[src/rtl/db_pkg.sv]
// Shared state encoding and default parameters for the switch debouncer.
// Used by db_edge_fsm and anything that decodes its state.
package db_pkg;

  typedef enum logic [1:0] {
    ZERO  = 2'd0,
    WAIT1 = 2'd1,
    ONE   = 2'd2,
    WAIT0 = 2'd3
  } db_state_t;

  localparam int DEF_TICK_W      = 20;
  localparam int DEF_STABLE_N    = 3;
  localparam int DEF_SYNC_STAGES = 2;

  // Bits needed to hold a count of 0..n inclusive.
  function automatic int cnt_width(input int n);
    return (n < 1) ? 1 : $clog2(n + 1);
  endfunction

endpackage

[src/rtl/db_edge_fsm_tick_gen.sv]
// Free-running sample-tick generator: m_tick pulses once every 2^TICK_W cycles.
// Latency: first pulse 2^TICK_W-1 cycles after reset release; no backpressure.
module tick_gen #(
  parameter int TICK_W = 20
) (
  input  logic clk,
  input  logic reset_n,
  output logic m_tick
);

  logic [TICK_W-1:0] q;

  always_ff @(posedge clk or negedge reset_n) begin
    if (!reset_n) begin
      q <= '0;
    end else begin
      q <= q + TICK_W'(1);
    end
  end

  assign m_tick = &q;

endmodule

[src/rtl/db_edge_fsm.sv]
// Switch debouncer: synchronizer, sample ticks and a 4-state qualifier giving db plus edge ticks.
// Latency: SYNC_STAGES+1 cycles to WAIT entry, then (STABLE_N-1)*P+1..STABLE_N*P to db change; no backpressure.
module db_edge_fsm
  import db_pkg::*;
#(
  parameter int TICK_W      = DEF_TICK_W,
  parameter int STABLE_N    = DEF_STABLE_N,
  parameter int SYNC_STAGES = DEF_SYNC_STAGES
) (
  input  logic clk,
  input  logic reset_n,
  input  logic sw,
  output logic db,
  output logic rise_tick,
  output logic fall_tick
);

  localparam int CNT_W = cnt_width(STABLE_N);
  localparam logic [CNT_W-1:0] CNT_DONE = CNT_W'(STABLE_N);

  logic [SYNC_STAGES-1:0] sync_q;
  logic                   sw_s;
  logic                   m_tick;

  db_state_t        state, state_nxt;
  logic [CNT_W-1:0] cnt, cnt_nxt;
  logic             rise_nxt, fall_nxt;

  always_ff @(posedge clk or negedge reset_n) begin
    if (!reset_n) begin
      sync_q <= '0;
    end else begin
      sync_q <= {sync_q[SYNC_STAGES-2:0], sw};
    end
  end

  assign sw_s = sync_q[SYNC_STAGES-1];

  tick_gen #(
    .TICK_W (TICK_W)
  ) u_tick_gen (
    .clk     (clk),
    .reset_n (reset_n),
    .m_tick  (m_tick)
  );

  // A reversal in either WAIT state drops straight back, so qualification restarts from zero.
  always_comb begin
    state_nxt = state;
    cnt_nxt   = cnt;
    rise_nxt  = 1'b0;
    fall_nxt  = 1'b0;
    case (state)
      ZERO: begin
        if (sw_s) begin
          state_nxt = WAIT1;
          cnt_nxt   = '0;
        end
      end
      WAIT1: begin
        if (!sw_s) begin
          state_nxt = ZERO;
        end else if (m_tick) begin
          cnt_nxt = cnt + CNT_W'(1);
          if (cnt_nxt == CNT_DONE) begin
            state_nxt = ONE;
            rise_nxt  = 1'b1;
          end
        end
      end
      ONE: begin
        if (!sw_s) begin
          state_nxt = WAIT0;
          cnt_nxt   = '0;
        end
      end
      WAIT0: begin
        if (sw_s) begin
          state_nxt = ONE;
        end else if (m_tick) begin
          cnt_nxt = cnt + CNT_W'(1);
          if (cnt_nxt == CNT_DONE) begin
            state_nxt = ZERO;
            fall_nxt  = 1'b1;
          end
        end
      end
      default: begin
        state_nxt = ZERO;
        cnt_nxt   = '0;
      end
    endcase
  end

  always_ff @(posedge clk or negedge reset_n) begin
    if (!reset_n) begin
      state     <= ZERO;
      cnt       <= '0;
      rise_tick <= 1'b0;
      fall_tick <= 1'b0;
    end else begin
      state     <= state_nxt;
      cnt       <= cnt_nxt;
      rise_tick <= rise_nxt;
      fall_tick <= fall_nxt;
    end
  end

  assign db = (state == ONE) || (state == WAIT0);

endmodule

[config.mk]
export PLATFORM = sky130hd
export DESIGN_NAME = db_edge_fsm
export DESIGN_NICKNAME = d
export VERILOG_FILES = /design/src/rtl/db_pkg.sv /design/src/rtl/db_edge_fsm_tick_gen.sv /design/src/rtl/db_edge_fsm.sv
export SDC_FILE = /design/constraint.sdc
export NUM_CORES = 1
export LEC_CHECK = 0
export BUFFER_PORTS_ARGS = -buffer_cell sky130_fd_sc_hd__buf_2
export CORE_ASPECT_RATIO = 0.6
export CORE_UTILIZATION = 35
export CTS_CLUSTER_DIAMETER = 80
export DETAILED_ROUTE_END_ITERATION = 7
export HOLD_SLACK_MARGIN = 0.1
export PLACE_DENSITY_LB_ADDON = 0.05
export SLEW_MARGIN = 20
export SYNTH_ARGS = -nofsm -noshare
export SYNTH_HDL_FRONTEND = slang
export SYNTH_SLANG_ARGS = --single-unit
[constraint.sdc]
create_clock -name clk -period 1.87 [get_ports clk]
set_input_delay 0.0935 -clock clk [delete_from_list [all_inputs] [get_ports clk]]
set_output_delay 0.0935 -clock clk [all_outputs]
set_load 0.1 [all_outputs]
==> reports/qor.yml <==
rows: 16
final_common_cell: "dfrtp_1"
die_x_um: 79.8
drive_above_1_share: 0.181
yosysWarningCount: 0
finalCriticalPeriod_ns: 1.53
start_kind: "flip-flop"
syn_to_final_growth_pct: 12.6
cts_tree: "built"
worst-r2r-cell-count: 4
root_buffer: "clkbuf_8"
relSlewSlack: 0.582
fin_nets: 122
fin_crit_sh: 0.818
worstMarginPinSlew_ns: 0.627
synth_nets: 110
grt_pass1_vias: 757
globalRouteTotalUtil: 0.129
yosysSeqAreaShare: 0.551
cp_num_buf_inv: 0
r2r_slack_ns: 0.34
gp_congestion: 0.693
hold_ws_ns: 0.362
drt_pass1_iterations: 4
dpl_cell_area_sq_um: 1360
cts_resized: 0
dr.first_iter.drc_count: 60
grt_max_degree: 29
start_util: 0.378
dp.cells: 155
yosys_register_bits: 28
netlist_area_sq_um: 1270
worstPathRequired_ns: 2.04
via_per_inst: 4.65
num_antenna_cells: 0
setup_viol: 0
stdcell_count: 161
crit_start: "u_tick_gen.q[2]"
hpwl_um: 1480
crit_fanout: 6
synth.avg_cell_area_sq_um: 12.1
r2r-start: "u_tick_gen.q[2]"
grt_overflow: 0
ys_types: 26
crit_family: "simple AND/OR/NAND/NOR gates"
io_pins: 6
peakVddDrop_uv: 249
coreArea_sq_um: 3360
drt-total-wl_um: 2020
hp-class: "in -> async"
antenna_found_initial: 0
vias: 748
crit_type: "reg -> reg"
htree_levels: 1
fmaxAchievable_mhz: 654
regArea_sq_um: 701
port_buffers: 5
finalHoldViolCount: 0
rsz0062_at_grt: "false"
worstPathCellList: "nand4_4, nor3_4, nand4_2, mux2_4"
die_h_um: 48.7
cts.path.max_buffers: 2
design_area_sq_um: 1430
drv_cap: 0
finalSetupTns_ns: 0
status: "finished clean"
synth_top_cell_by_area: "dfrtp_1"
syn_inst: 105
crit_cells: 4
numCtsBuffers: 3
drv_slew: 0
slowest_stage: "dfrtp_1"
worstSetupEndpointType: "flip-flop"
critical-path-max-stage-delay_ns: 0.49
insertion_delay_ns: 0.27
synth_top_cell_area_share: 0.551
skew_ns: 0.00232
multi_input_area_sq_um: 552
avgRoutedWirePerCell_um: 12.6
grt_first_pass_wirelength_um: 3740
yosys-top-cells-area: "dfrtp_1 55%, xnor2_1 9.0%, xor2_1 4.1%"
design.die.area_sq_um: 3880
cts_hold_buf: 2
clk_transition_reported_paths_ns: 0.10
critPathArrivalTime_ns: 1.70
clock-sinks: 28
layout_common_cells: "28 x dfrtp_1, 13 x xnor2_1, 11 x nand2_1"
power_density_nw_per_um2: 707
drc_errors: 0
fill_cells: 327
cellLeakagePower_nw: 0.680
cts_setup_buffers: 0
ant_nets: 0
[cells in the mapped netlist]
cell and instances:
nand3_1 7, nand4_1 4, ha_1 2, nor3_1 2, nor3_4 3, or2_2 1
a221o_1 1, and4_2 1, nor2_1 5, a21oi_1 1, nand3_2 1, and2_1 2
clkbuf_1 1, xnor2_1 13, xor2_1 6, nand4_4 2, dfrtp_1 28, mux2_4 1
a31oi_1 1, and2_2 1, nor3b_1 4, nand2_1 11, o211ai_1 1, nand4_2 1
inv_1 4, and3_1 1
[report_power, final]
| part | switching (mW) | internal, mW | total, mW |
|---|---|---|---|
| clock | 0.191 | 0.189 | 0.380 |
| sequential | 0.00340 | 0.608 | 0.612 |
| combinational | 0.0140 | 0.00652 | 0.0206 |
[logic make-up after synthesis]
family,count (synthesis),share of synthesized area
AOI/OAI and AO/OA,4,0.0226
xor gates and xnor gates,19,0.131
adders and majority gates,2,0.0197
buffers and inverters,5,0.0148
DFF,28,0.551
muxes,1,0.0118
and+or+nand+nor,46,0.249
[flip-flops by register name (all words and copies together) (netlist names), named ones only]
name,count
fall_tick,1
rise_tick,1
sync_q,2
u_tick_gen.q,20
cnt,2
state,1
[cell type report]
type                    count  share of cell area
well taps                  45              0.0393
flip-flops and latches     28               0.490
inverters                   4              0.0105
clock buffers               4              0.0385
repair buffers              8              0.0367
multi-input cells          72               0.385
[per-stage QoR]
step                 util  setup WS, ns  total power [mW]
global placement    0.403         0.383             0.642
CTS                 0.426         0.324              1.03
global route        0.426         0.245              1.06
floorplan               -         0.364             0.627
detailed placement  0.403         0.332             0.643
finish              0.426         0.341              1.01
[worst min-delay path by stage]
stage / startpoint / endpoint / slack (ns) / depth (start not counted)
final: reset_n / u_tick_gen.q[0] / 0.36 / 2
after global routing: sync_q[0] / sync_q[1] / 0.38 / 0
after CTS: sync_q[0] / sync_q[1] / 0.37 / 0
after detailed placement: reset_n / u_tick_gen.q[4] / 0.16 / 1
after global placement: reset_n / u_tick_gen.q[4] / 0.16 / 1
after floorplan: reset_n / async pin / -0.20 / 0
[metal layers]
layer	vias to the layer above	global-route usage	routed length, um
met4	0	0.0268	13
met3	2	0.0453	73
met5	-	0	0
met1	354	0.208	1160
met2	9	0.162	777
li1	383	-	-
Note: power is estimated with default switching activity, not from simulation.
